File: src/rtl/mem_access_unit_if.sv
// CPU-side and memory-side signal bundle for mem_access_unit.
// The unit connects through the slave modport; the CPU/memory side uses master.
interface mem_access_unit_if #(
    parameter int IDX_W = 10
);
    logic             req;
    logic             we;
    logic [1:0]       size;
    logic             sign_ext;
    logic [31:0]      addr;
    logic [31:0]      wdata;
    logic [31:0]      pc;
    logic             busy;
    logic             done;
    logic             addr_err;
    logic [31:0]      rdata;
    logic [IDX_W-1:0] mem_addr;
    logic             mem_wen;
    logic [31:0]      mem_wdata;
    logic [31:0]      mem_rdata;

    modport slave (
        input  req, we, size, sign_ext, addr, wdata, pc, mem_rdata,
        output busy, done, addr_err, rdata, mem_addr, mem_wen, mem_wdata
    );

    modport master (
        output req, we, size, sign_ext, addr, wdata, pc, mem_rdata,
        input  busy, done, addr_err, rdata, mem_addr, mem_wen, mem_wdata
    );
endinterface

File: src/rtl/mem_access_unit.sv
// Multi-cycle byte/half/word load-store unit over a word memory with 1-cycle read.
// Optional MAU_WRITE_LOG_EN prints every memory write with the issuing PC.
module mem_access_unit #(
    parameter int IDX_W = 10
) (
    input  logic               clk,
    input  logic               reset,
    mem_access_unit_if.slave   bus
);
    typedef enum logic [2:0] {
        S_IDLE, S_ERR, S_RD, S_DATA, S_WR, S_DONE
    } state_t;

    state_t           r_state, w_next;
    logic             r_we;
    logic [1:0]       r_size;
    logic             r_sx;
    logic [1:0]       r_lane;
    logic [31:0]      r_wdata;
    logic [31:0]      r_rdata;
    logic [IDX_W-1:0] r_mem_addr;
    logic [31:0]      r_mem_wdata;

    logic             w_accept;
    logic             w_misalign;
    logic [7:0]       w_byte;
    logic [15:0]      w_half;
    logic [31:0]      w_load;
    logic [31:0]      w_merge;

    assign w_accept   = (r_state == S_IDLE) && bus.req;
    assign w_misalign = (bus.size == 2'b11)
                      || ((bus.size == 2'b01) && bus.addr[0])
                      || ((bus.size == 2'b10) && (bus.addr[1:0] != 2'b00));

    always_ff @(posedge clk or posedge reset) begin
        if (reset) r_state <= S_IDLE;
        else       r_state <= w_next;
    end

    always_comb begin
        w_next = r_state;
        case (r_state)
            S_IDLE: begin
                if (bus.req) begin
                    if (w_misalign)                         w_next = S_ERR;
                    else if (bus.we && bus.size == 2'b10)   w_next = S_WR;
                    else                                    w_next = S_RD;
                end
            end
            S_ERR:   w_next = S_IDLE;
            S_RD:    w_next = S_DATA;
            S_DATA:  w_next = r_we ? S_WR : S_DONE;
            S_WR:    w_next = S_DONE;
            S_DONE:  w_next = S_IDLE;
            default: w_next = S_IDLE;
        endcase
    end

    // Lane select and extension for loads, lane replacement for sub-word stores.
    always_comb begin
        w_byte  = bus.mem_rdata[8*r_lane +: 8];
        w_half  = bus.mem_rdata[16*r_lane[1] +: 16];
        w_load  = bus.mem_rdata;
        w_merge = r_wdata;
        case (r_size)
            2'b00: begin
                w_load  = {{24{r_sx & w_byte[7]}}, w_byte};
                w_merge = bus.mem_rdata;
                w_merge[8*r_lane +: 8] = r_wdata[7:0];
            end
            2'b01: begin
                w_load  = {{16{r_sx & w_half[15]}}, w_half};
                w_merge = bus.mem_rdata;
                w_merge[16*r_lane[1] +: 16] = r_wdata[15:0];
            end
            default: ;
        endcase
    end

    always_ff @(posedge clk or posedge reset) begin
        if (reset) begin
            r_we        <= 1'b0;
            r_size      <= 2'b00;
            r_sx        <= 1'b0;
            r_lane      <= 2'b00;
            r_wdata     <= '0;
            r_rdata     <= '0;
            r_mem_addr  <= '0;
            r_mem_wdata <= '0;
        end else begin
            if (w_accept) begin
                r_we     <= bus.we;
                r_size   <= bus.size;
                r_sx     <= bus.sign_ext;
                r_lane   <= bus.addr[1:0];
                r_wdata  <= bus.wdata;
                // Rejected requests leave the memory-side address untouched.
                if (!w_misalign) begin
                    r_mem_addr  <= bus.addr[IDX_W+1:2];
                    r_mem_wdata <= bus.wdata;
                end
            end
            if (r_state == S_DATA) begin
                if (r_we) r_mem_wdata <= w_merge;
                else      r_rdata     <= w_load;
            end
        end
    end

    assign bus.busy      = (r_state != S_IDLE);
    assign bus.done      = (r_state == S_ERR) || (r_state == S_DONE);
    assign bus.addr_err  = (r_state == S_ERR);
    assign bus.mem_wen   = (r_state == S_WR);
    assign bus.rdata     = r_rdata;
    assign bus.mem_addr  = r_mem_addr;
    assign bus.mem_wdata = r_mem_wdata;

`ifdef MAU_WRITE_LOG_EN
    logic [31:0] r_pc;
    logic [31:0] r_addr;

    always_ff @(posedge clk or posedge reset) begin
        if (reset) begin
            r_pc   <= '0;
            r_addr <= '0;
        end else if (w_accept) begin
            r_pc   <= bus.pc;
            r_addr <= bus.addr;
        end
    end

    always @(posedge clk) begin
        if (bus.mem_wen && !reset)
            $display("@%08h: *%08h <= %08h", r_pc, r_addr & ~32'h3, bus.mem_wdata);
    end
`endif
endmodule

File: src/flat_wrapper.sv
// flat-port wrapper written by rule: the top's interface ports become plain ports
module mem_access_unit_flat 
#(
    parameter int IDX_W = 10
)
  (clk, reset, bus_req, bus_we, bus_size, bus_sign_ext, bus_addr, bus_wdata, bus_pc, bus_mem_rdata, bus_busy, bus_done, bus_addr_err, bus_rdata, bus_mem_addr, bus_mem_wen, bus_mem_wdata);
  mem_access_unit_if #(.IDX_W(IDX_W)) bus_i ();
  input  logic clk;
  input  logic reset;
  input wire logic [$bits(bus_i.req)-1:0] bus_req;
  input wire logic [$bits(bus_i.we)-1:0] bus_we;
  input wire logic [$bits(bus_i.size)-1:0] bus_size;
  input wire logic [$bits(bus_i.sign_ext)-1:0] bus_sign_ext;
  input wire logic [$bits(bus_i.addr)-1:0] bus_addr;
  input wire logic [$bits(bus_i.wdata)-1:0] bus_wdata;
  input wire logic [$bits(bus_i.pc)-1:0] bus_pc;
  input wire logic [$bits(bus_i.mem_rdata)-1:0] bus_mem_rdata;
  output wire logic [$bits(bus_i.busy)-1:0] bus_busy;
  output wire logic [$bits(bus_i.done)-1:0] bus_done;
  output wire logic [$bits(bus_i.addr_err)-1:0] bus_addr_err;
  output wire logic [$bits(bus_i.rdata)-1:0] bus_rdata;
  output wire logic [$bits(bus_i.mem_addr)-1:0] bus_mem_addr;
  output wire logic [$bits(bus_i.mem_wen)-1:0] bus_mem_wen;
  output wire logic [$bits(bus_i.mem_wdata)-1:0] bus_mem_wdata;
  assign bus_i.req = bus_req;
  assign bus_i.we = bus_we;
  assign bus_i.size = bus_size;
  assign bus_i.sign_ext = bus_sign_ext;
  assign bus_i.addr = bus_addr;
  assign bus_i.wdata = bus_wdata;
  assign bus_i.pc = bus_pc;
  assign bus_i.mem_rdata = bus_mem_rdata;
  assign bus_busy = bus_i.busy;
  assign bus_done = bus_i.done;
  assign bus_addr_err = bus_i.addr_err;
  assign bus_rdata = bus_i.rdata;
  assign bus_mem_addr = bus_i.mem_addr;
  assign bus_mem_wen = bus_i.mem_wen;
  assign bus_mem_wdata = bus_i.mem_wdata;
  mem_access_unit #(.IDX_W(IDX_W)) u_core (.clk(clk), .reset(reset), .bus(bus_i));
endmodule
File: config.mk
export PLATFORM = sky130hd
export DESIGN_NAME = mem_access_unit_flat
export DESIGN_NICKNAME = d
export VERILOG_FILES = /design/src/rtl/mem_access_unit_if.sv /design/src/rtl/mem_access_unit.sv /design/src/flat_wrapper.sv
export SDC_FILE = /design/constraint.sdc
export NUM_CORES = 1
export LEC_CHECK = 0
export ABC_AREA = 1
export BUFFER_PORTS_ARGS = -buffer_cell sky130_fd_sc_hd__buf_2
export CORE_ASPECT_RATIO = 0.9
export CORE_MARGIN = 2
export CORE_UTILIZATION = 50
export DETAILED_ROUTE_END_ITERATION = 7
export MAX_ROUTING_LAYER = met4
export PLACE_DENSITY_LB_ADDON = 0.2
export REMOVE_ABC_BUFFERS = 1
export SETUP_SLACK_MARGIN = 0.2
export SLEW_MARGIN = 5
export SYNTH_ARGS = -nofsm -noshare
export SYNTH_HDL_FRONTEND = slang
export SYNTH_SLANG_ARGS = --single-unit
File: constraint.sdc
create_clock -name clk -period 5.8 [get_ports clk]
set_clock_uncertainty 0.2 [all_clocks]
set_input_delay 0.58 -clock clk [delete_from_list [all_inputs] [get_ports clk]]
set_output_delay 0.58 -clock clk [all_outputs]
set_load 0.05 [all_outputs]
==> results.py, run 1 <==
metrics = {
    "yosys": {
        "synthMuxAreaShare": 0.02535,
        "yosysWarnings": 0,
        "synth_compound_area_frac": 0.1426,
        "synth-adder-area-share": 0.008803,
        "synth_cell_types": 30,
        "synthSimpleGateAreaFrac": 0.3241,
        "async_reset_ff_frac": 1.000,
        "synth-seq-area-share": 0.4049,
        "syn_area_per_cell_sq_um": 7.114,
        "synth-edff-count": 0,
        "syn-cell-area_sq_um": 7107,
        "ys.flop_type": "dfrtp_1",
        "synth_top_family_by_area": "simple AND/OR/NAND/NOR gates",
        "postSynthCellCount": 999,
        "synth-seq-cells": 115,
        "synthXorXnorAreaFrac": 0,
    },
    "grt": {
        "antenna_found_initial": 3,
        "grt_pass1_vias": 6515,
        "use_met3": 0.05500,
        "grt_max_degree": 103,
        "use_met2": 0.4524,
        "grt_busiest_layer": "met2",
        "track_usage": 0.2943,
        "grt_pass1_wl_um": 33400,
        "grt_overflow": 0,
        "gr-usage-met1": 0.3976,
    },
    "detailed_routing": {
        "drt-initial-drc-count": 616,
        "wl_per_cell_um": 15.84,
        "drt-vias-per-instance": 5.362,
        "routed_wl_um": 21160,
        "drc": 0,
        "detail-route-antenna-nets": 0,
        "dr_total_vias": 7163,
        "drt_pass1_iterations": 5,
    },
    "timing": {
        "worstMarginPinSlew_ns": 1.049,
        "fin_crit_ns": 3.232,
        "finalMaxSlewViolations": 0,
        "timing.final.crit_share": 0.5572,
        "max_freq_ghz": 0.3094,
        "slew_headroom": 0.3006,
        "final_hold_viol_count": 0,
        "rsz0062_at_grt": "false",
        "setup_viol": 0,
        "tns_ns": 0,
    },
    "floorplanning": {
        "die_h_um": 117.1,
        "core_sq_um": 13950,
        "dieArea_sq_um": 15180,
        "io_pins": 213,
        "die_x_um": 129.7,
        "start_util": 0.5093,
        "row_count": 41,
    },
    "critical_path": {
        "crit_required_ns": 5.95,
        "r2r_cells": 11,
        "reg2reg_to": "u_core.bus.mem_wdata[15]$_DFF_PP0_",
        "path_max_fanout": 66,
        "rr_startpoint": "u_core.r_lane[1]$_DFFE_PP0P_",
        "cp-start-kind": "flip-flop",
        "cp.arrival_ns": 3.39,
        "cp-end-kind": "flip-flop",
        "crit_type": "flip-flop to flip-flop",
        "r2r_slack_ns": 2.57,
    },
    "cells_and_area": {
        "drive_gt1_frac": 0.2167,
        "regArea_sq_um": 2880,
        "nFillCells": 1373,
        "multi_input_area_sq_um": 3560,
        "fin_nets": 1268,
        "final_cell_mix": "nand2_1 (349), buf_2 (160), dfrtp_1 (113)",
        "area_growth_pct": 19.44,
        "finish.utilization": 0.6083,
        "final_common_cell": "nand2_1",
    },
    "power": {
        "powerDensity_nw_per_um2": 675.1,
        "ir_worst_vdd_mv": 0.3458,
        "power_leakage_nw": 4.433,
    },
    "clocking": {
        "cts.repair.resized": 0,
        "root_buffer": "clkbuf_16",
        "postCtsSetupBuffers": 0,
        "ctsHoldBuffers": 0,
        "worstSkewPairLatency_ns": 0.42,
        "path_clk_slew_ns": 0.05,
        "ctsLongestPathBuffers": 2,
        "cts_made_buffers": 17,
        "cts_max_level": 4,
        "cts_tree": "built",
        "cts.sinks": 115,
    },
    "placement": {
        "io_buffers": 160,
        "gp_congestion": 0.8945,
        "hpwl_um": 13740,
    },
    "flow_run": {
        "drv_cap": 0,
    },
    "outcome": {
        "status": "finished clean",
    },
    "worst_hold_path": {
        "min_path_type": "primary input to async pin",
    },
}
## synthesized netlist by cell type (4+ instances only)
cell	n	area (sq um)
nand3b_1	26	195.2
buf_2	33	165.2
nand2_1	349	1310
a22oi_1	18	135.1
clkbuf_1	12	45.04
o21ai_0	87	435.4
inv_1	86	322.8
buf_4	4	30.03
nor2_1	59	221.5
nand3_1	86	430.4
ha_1	5	62.56
a21oi_2	14	122.6
mux2_2	16	180.2
a21oi_1	55	275.3
dfrtp_1	115	2878
o211ai_1	4	30.03
buf_6	7	78.83
## layer usage
layer	share of wire	vias up
met5	0	-
met4	0.021	0
met3	0.075	38
met2	0.46	296
met1	0.45	3341
li1	-	3488
## registers in the layout (all words and copies together) (netlist names)
register and count:
u_core.bus.mem_wdata 32, u_core.r_size 2, u_core.r_sx 1, u_core.r_lane 2, u_core.r_we 1, u_core.bus.mem_addr 10, u_core.r_wdata 32, u_core.bus.rdata 32
u_core.r_state 3
## final cells by class
| class | count | area share |
|---|---|---|
| Tap cell | 193 | 0.02845 |
| Sequential cell | 115 | 0.3393 |
| Clock inverter | 10 | 0.01562 |
| Clock buffer | 21 | 0.05425 |
| Multi-Input combinational cell | 735 | 0.4194 |
| Antenna cell | 3 | 0.0008844 |
| Timing Repair Buffer | 168 | 0.1014 |
| Inverter | 91 | 0.04068 |
## worst max-delay path, stage by stage (launching register included)
cell     delay (ns)
dfrtp_2        0.35
buf_4          0.49
inv_2          0.43
ha_1           0.41
inv_1          0.06
nor2_2         0.36
nand2_1        0.29
o21ai_0        0.23
nand2_1        0.08
nand2_1        0.10
nand2_1        0.05
nand2_1        0.07
## metrics by stage
| step | worst slack [ns] | hold slack [ns] | power, mW | cell area, sq um | cells |
|---|---|---|---|---|---|
| finish | 2.568 | 0.1394 | 5.730 | 8488 | 1336 |
| global route | 2.254 | 0.1973 | 6.119 | 8488 | 1336 |
| CTS | 2.646 | 0.1748 | 5.735 | 8481 | 1333 |
| detailed placement | 2.704 | 0.2536 | 4.640 | 7888 | 1302 |
| global placement | 2.711 | 0.2502 | 4.589 | 7888 | 1302 |
| floorplan | 1.976 | 0.2806 | 3.842 | 6780 | 941 |
## worst max-delay path by stage
stage                                       startpoint                                  to  slack, ns
after floorplan                                  reset  u_core.bus.mem_addr[0]$_DFFE_PP0P_       1.98
after global placement    u_core.r_lane[1]$_DFFE_PP0P_  u_core.bus.mem_wdata[15]$_DFF_PP0_       2.71
after detailed placement  u_core.r_lane[1]$_DFFE_PP0P_  u_core.bus.mem_wdata[15]$_DFF_PP0_       2.70
after CTS                 u_core.r_lane[1]$_DFFE_PP0P_  u_core.bus.mem_wdata[15]$_DFF_PP0_       2.65
after global routing      u_core.r_lane[1]$_DFFE_PP0P_  u_core.bus.mem_wdata[12]$_DFF_PP0_       2.25
final                     u_core.r_lane[1]$_DFFE_PP0P_  u_core.bus.mem_wdata[15]$_DFF_PP0_       2.57
## cells by family (layout without fill, tap and decap cells)
logic type / count (synthesis) / in the layout
AO/OA/AOI/OAI: 180 / 180
adder cells (fa/ha/maj): 5 / 5
buffers and inverters: 149 / 290
flip-flops: 115 / 115
multiplexers: 16 / 16
other: 0 / 3
AND/OR/NAND/NOR: 534 / 534
## power breakdown
| part | internal [mW] | leakage (nW) | switching, mW |
|---|---|---|---|
| Clock | 0.691 | 0.285 | 0.375 |
| Sequential | 1.21 | 1.36 | 0.258 |
| Combinational | 0.821 | 2.78 | 2.37 |
| Total | 2.72 | 4.43 | 3.01 |
(Power assumes the default switching activity.)
==> run 2: changes to the inputs <==
CORE_UTILIZATION = 48   (was 50)
clock period = 2.8 ns   (was 5.8 ns; I/O delays follow)
==> run 2 against run 1 <==
Net effect: die area grew 4.0%; sequential share of layout area decreased by 2.6 points; clock power grew 130%; sequential power increased by 110%; final area is 8.3% higher; combinational power rose by 110%; via count increased by 4.8%; critical path depth down 2; critical path type unchanged; critical endpoint is now u_core.bus.rdata[10]$_DFFE_PP0P_.
==> results.py, run 2 (same netlist as run 1, synthesis figures left out) <==
metrics = {
    "clocking": {
        "root_buffer": "clkbuf_16",
        "worstSkewPairLatency_ns": 0.43,
        "cts.sinks": 115,
        "ctsLongestPathBuffers": 2,
        "cts_max_level": 4,
        "path_clk_slew_ns": 0.06,
        "cts_made_buffers": 17,
        "cts_tree": "built",
        "postCtsSetupBuffers": 0,
    },
    "critical_path": {
        "crit_required_ns": 2.96,
        "critPathLaunch": "u_core.r_lane[1]$_DFFE_PP0P_",
        "endpoint": "u_core.bus.rdata[10]$_DFFE_PP0P_",
        "cp-start-kind": "flip-flop",
        "cp.arrival_ns": 2.59,
        "rr_startpoint": "u_core.r_lane[1]$_DFFE_PP0P_",
        "r2r_cells": 9,
        "path_max_fanout": 44,
        "cp-end-kind": "flip-flop",
        "reg2reg_to": "u_core.bus.rdata[10]$_DFFE_PP0P_",
        "r2r_slack_ns": 0.36,
        "crit_type": "flip-flop to flip-flop",
    },
    "power": {
        "ir_worst_vdd_mv": 0.9460,
        "seqPwrFrac": 0.253,
        "combPwrFrac": 0.551,
        "clkPwrFrac": 0.197,
        "p_total_mw": 12.29,
        "p_sw_frac": 0.5163,
        "p_switching_mw": 6.344,
        "power_leakage_nw": 4.729,
        "powerDensity_nw_per_um2": 1337,
        "internal_power_mw": 5.944,
    },
    "cells_and_area": {
        "finish.utilization": 0.6293,
        "final_common_cell": "nand2_1",
        "nFillCells": 1383,
        "regArea_sq_um": 2880,
        "area_growth_pct": 29.37,
        "final_cell_mix": "nand2_1 (348), buf_2 (160), dfrtp_1 (113)",
        "fin_nets": 1332,
        "drive_gt1_frac": 0.2174,
        "fin_cells": 1404,
        "multi_input_area_sq_um": 3567,
    },
    "timing": {
        "slew_headroom": 0.4198,
        "timing.final.crit_share": 0.8705,
        "final_hold_viol_count": 0,
        "rsz0062_at_grt": "true",
        "fin_crit_ns": 2.437,
        "finalMaxSlewViolations": 0,
        "max_freq_ghz": 0.4103,
        "fin_ws_ns": 0.3625,
        "setup_viol": 0,
        "worstMarginPinSlew_ns": 0.8673,
    },
    "grt": {
        "track_usage": 0.3021,
        "grt_pass1_wl_um": 36300,
        "grt_max_degree": 103,
        "antenna_found_initial": 1,
        "grt_pass1_vias": 7126,
        "grt_overflow": 0,
    },
    "detailed_routing": {
        "wl_per_cell_um": 16.04,
        "detail-route-antenna-nets": 0,
        "wl_met1_um": 9917,
        "routed_wl_um": 22510,
        "highest_layer": "met4",
        "dr_total_vias": 7510,
        "wl_met2_um": 10270,
        "drc": 0,
        "drt-initial-drc-count": 587,
        "wl_met3_um": 1776,
        "drt_pass1_iterations": 5,
        "drt-vias-per-instance": 5.349,
    },
    "floorplanning": {
        "die_x_um": 132.3,
        "io_pins": 213,
        "dieArea_sq_um": 15800,
        "die_h_um": 119.4,
        "start_util": 0.4865,
        "row_count": 42,
        "core_sq_um": 14610,
    },
    "placement": {
        "dp_slack_ns": 0.4472,
        "hpwl_um": 14600,
        "placed_cells": 1318,
        "gp_congestion": 0.8939,
        "io_buffers": 160,
    },
    "worst_hold_path": {
        "min_path_type": "primary input to flip-flop",
        "worstHoldStart": "bus_mem_rdata[22]",
    },
    "flow_run": {
        "drv_cap": 0,
    },
    "outcome": {
        "status": "finished clean",
    },
}
==> run 2: how the worst min path moves through the flow <==
stage / to / slack, ns / depth (start not counted)
global route: u_core.bus.rdata[22]$_DFFE_PP0P_ / 0.01 / 3
finish: u_core.bus.rdata[22]$_DFFE_PP0P_ / 0.01 / 3
CTS: u_core.bus.rdata[19]$_DFFE_PP0P_ / 0.005 / 3
floorplan: u_core.r_lane[0]$_DFFE_PP0P_ / 0.20 / 2
global placement: u_core.bus.rdata[17]$_DFFE_PP0P_ / 0.22 / 2
detailed placement: u_core.bus.rdata[17]$_DFFE_PP0P_ / 0.21 / 2
==> run 2: per-stage QoR <==
step / instance area, sq um / hold WS, ns / TNS [ns]
final: 9194 / 0.01261 / 0
after floorplan: 6780 / 0.2010 / -90.97
after global placement: 8004 / 0.2151 / 0
after global routing: 9194 / 0.01259 / 0
after CTS: 9186 / 0.005440 / 0
after detailed placement: 8004 / 0.2150 / 0
==> run 2: power groups by stage <==
| stage | combinational [mW] | clock (mW) | sequential (mW) |
|---|---|---|---|
| floorplan | 2.94 | 0 | 5.02 |
| global placement | 6.54 | 0 | 3.09 |
| detailed placement | 6.63 | 0 | 3.10 |
| CTS | 6.74 | 2.44 | 3.09 |
| global route | 7.39 | 2.53 | 3.22 |
| finish | 6.77 | 2.41 | 3.11 |
==> run 2: timing repair <==
action	4_1_cts	5_1_grt
resized for setup	0	2
hold buffers	53	0
hold endpoints to repair	112	0
endpoints found under the setup margin	0	4
==> run 2: layout make-up <==
cell class,count,area share
tap,198,0.02695
clock inverter,12,0.02232
multi-input combinational,735,0.3880
inverter,91,0.03756
antenna,1,0.0002722
clock buffer,20,0.04858
timing repair buffer,232,0.1630
sequential,115,0.3133
==> run 2: critical path: stages (launching register included) <==
cell	delay (ns)
dfrtp_2	0.61
buf_4	0.47
nand2_1	0.12
nand2_1	0.13
nand2_1	0.10
nand2_1	0.12
nand2_1	0.28
nand2_1	0.14
nand2_1	0.10
nand2_1	0.08
==> run 2: per-layer routing <==
layer	vias up	GRT usage
met5	-	-
met4	0	0.1142
met3	47	0.06045
met2	315	0.4600
met1	3539	0.4013
li1	3609	-
==> run 3: changes to the inputs <==
CORE_UTILIZATION = 50   (was 48)
clock period = 2.6 ns   (was 2.8 ns; I/O delays follow)
==> run 3 against run 2 <==
Net effect: fmax grew 10%; die area shrank 3.9%; flip-flop and latch count is the same; register-to-register slack gained 0.03 ns; largest cell class unchanged; cell count is essentially flat; critical path type unchanged; clock power shrank 13%; final area shrank 0.86%; total power grew 3.8%; critical path depth grew 2.
==> results.py, run 3 (same netlist as run 1, synthesis figures left out) <==
metrics = {
    "critical_path": {
        "cp-end-kind": "flip-flop",
        "worstPathCellList": "inv_1, ha_1, inv_1, nor2_1, buf_4, nand3_1, nand2_1, nand2_1, nand2_1, nand2_1, nand2_1",
        "cp_slowest_stage_delay_ns": 0.37,
        "critical-path-top-delay-family": "simple AND/OR/NAND/NOR gates",
        "path_max_fanout": 7,
        "cp.arrival_ns": 2.36,
        "cpMostUsedCell": "nand2_1",
        "reg2reg_to": "u_core.bus.mem_wdata[19]$_DFF_PP0_",
        "r2r_cells": 11,
        "crit_slowest_cell": "dfrtp_1",
        "cp-start-kind": "flip-flop",
        "crit_type": "flip-flop to flip-flop",
        "critical_path_buf_inv_count": 3,
        "rr_startpoint": "u_core.r_lane[0]$_DFFE_PP0P_",
        "r2r_slack_ns": 0.39,
        "crit_required_ns": 2.75,
    },
    "clocking": {
        "cts_tree": "built",
        "worstSkewPairLatency_ns": 0.42,
        "cts.sinks": 115,
        "ctsLongestPathBuffers": 2,
        "root_buffer": "clkbuf_16",
        "path_clk_slew_ns": 0.06,
        "cts_max_level": 4,
        "postCtsSetupBuffers": 0,
        "cts.repair.resized": 0,
        "cts_made_buffers": 17,
        "ctsHoldBuffers": 54,
    },
    "placement": {
        "placed_cells": 1318,
        "hpwl_um": 14580,
        "dp_slack_ns": 0.4713,
        "gp_congestion": 0.9166,
        "io_buffers": 160,
    },
    "cells_and_area": {
        "area_growth_pct": 28.26,
        "fin_cells": 1405,
        "final_cell_mix": "nand2_1 (349), buf_2 (160), dfrtp_1 (113)",
        "drive_gt1_frac": 0.2159,
        "fin_nets": 1338,
        "final_common_cell": "nand2_1",
        "finish.utilization": 0.6532,
    },
    "outcome": {
        "status": "finished clean",
    },
    "floorplanning": {
        "row_count": 41,
        "core_sq_um": 13950,
        "start_util": 0.5093,
        "die_h_um": 117.1,
        "dieArea_sq_um": 15180,
        "io_pins": 213,
        "die_x_um": 129.7,
    },
    "detailed_routing": {
        "drt-vias-per-instance": 5.328,
        "wl_per_cell_um": 15.55,
        "detail-route-antenna-nets": 0,
        "drt-initial-drc-count": 734,
        "drt_pass1_iterations": 6,
        "dr_total_vias": 7486,
        "routed_wl_um": 21850,
        "drc": 0,
    },
    "timing": {
        "setup_viol": 0,
        "fin_ws_ns": 0.3908,
        "finalMaxSlewViolations": 0,
        "rsz0062_at_grt": "false",
        "slew_headroom": 0.5215,
        "final_hold_viol_count": 0,
        "hold_ws_ns": 0.007308,
        "fin_crit_ns": 2.209,
        "worstMarginPinSlew_ns": 0.7167,
        "max_freq_ghz": 0.4527,
        "timing.final.crit_share": 0.8497,
    },
    "power": {
        "powerDensity_nw_per_um2": 1399,
        "p_switching_mw": 6.737,
        "power_leakage_nw": 4.731,
        "p_total_mw": 12.75,
        "combPwrFrac": 0.580,
        "clkPwrFrac": 0.164,
        "internal_power_mw": 6.014,
        "seqPwrFrac": 0.256,
        "ir_worst_vdd_mv": 0.9745,
        "p_sw_frac": 0.5284,
    },
    "grt": {
        "grt_pass1_vias": 7035,
        "grt_max_degree": 59,
        "grt_pass1_wl_um": 35510,
        "antenna_found_initial": 2,
        "track_usage": 0.3098,
        "grt_overflow": 0,
    },
    "flow_run": {
        "drv_cap": 0,
    },
    "worst_hold_path": {
        "min_path_type": "primary input to flip-flop",
        "min_to": "u_core.bus.rdata[19]$_DFFE_PP0P_",
        "worstHoldStart": "bus_mem_rdata[19]",
        "hold_depth": 3,
    },
}
==> run 3: cell types whose count changed in the layout (fill, tap and decap cells not counted), sizes merged, moves of 2 or more <==
cell,change
clkinvlp,-5
clkbuf,+4
clkinv,+4
buf,+5
bufinv,-5
diode,+2
==> run 3: power groups by stage <==
stage                     Sequential, mW  Combinational [mW]  Clock [mW]
after floorplan                     5.40                3.17           0
after global placement              3.25                7.14           0
after detailed placement            3.27                7.24           0
after CTS                           3.25                7.36        2.12
after global routing                3.37                8.11        2.20
final                               3.26                7.39        2.09
==> run 3: layout make-up <==
| cell class | instances | area, sq um |
|---|---|---|
| clock inverters | 6 | 30.03 |
| clock buffers | 24 | 491.7 |
| well taps | 193 | 241.5 |
| repair buffers | 238 | 1559 |
| inverters | 91 | 345.3 |
| multi-input cells | 735 | 3560 |
| flip-flops and latches | 115 | 2880 |
| fillers | 1271 | 4838 |
| diodes | 3 | 7.507 |
==> run 3: worst min-delay path: stages <==
cell and delay (ns):
buf_2 0.11, a21oi_1 0.08, a21oi_2 0.13
==> run 3: worst max-delay path by stage <==
stage	endpoint	from	slack, ns	cells after the start
after detailed placement	u_core.bus.mem_wdata[19]$_DFF_PP0_	u_core.r_lane[0]$_DFFE_PP0P_	0.47	11
after global routing	u_core.bus.mem_wdata[31]$_DFF_PP0_	u_core.r_lane[0]$_DFFE_PP0P_	0.21	9
final	u_core.bus.mem_wdata[19]$_DFF_PP0_	u_core.r_lane[0]$_DFFE_PP0P_	0.39	11
after global placement	u_core.bus.mem_wdata[31]$_DFF_PP0_	u_core.r_lane[0]$_DFFE_PP0P_	0.51	9
after floorplan	u_core.bus.mem_addr[0]$_DFFE_PP0P_	reset	-0.90	1
after CTS	u_core.bus.mem_wdata[19]$_DFF_PP0_	u_core.r_lane[0]$_DFFE_PP0P_	0.44	11
==> run 3: through the flow <==
step                      TNS, ns  area [sq um]
after CTS                       0          9107
after global routing            0          9112
after global placement          0          8045
after detailed placement        0          8045
final                           0          9115
after floorplan           -122.39          6780
==> run 3: metal layers <==
layer / global-route usage / routed length (um) / up-vias
met5: - / 0 / -
met4: 0.1061 / 601 / 0
met3: 0.05955 / 1836 / 50
met2: 0.4716 / 9854 / 346
met1: 0.4183 / 9561 / 3468
li1: - / - / 3622
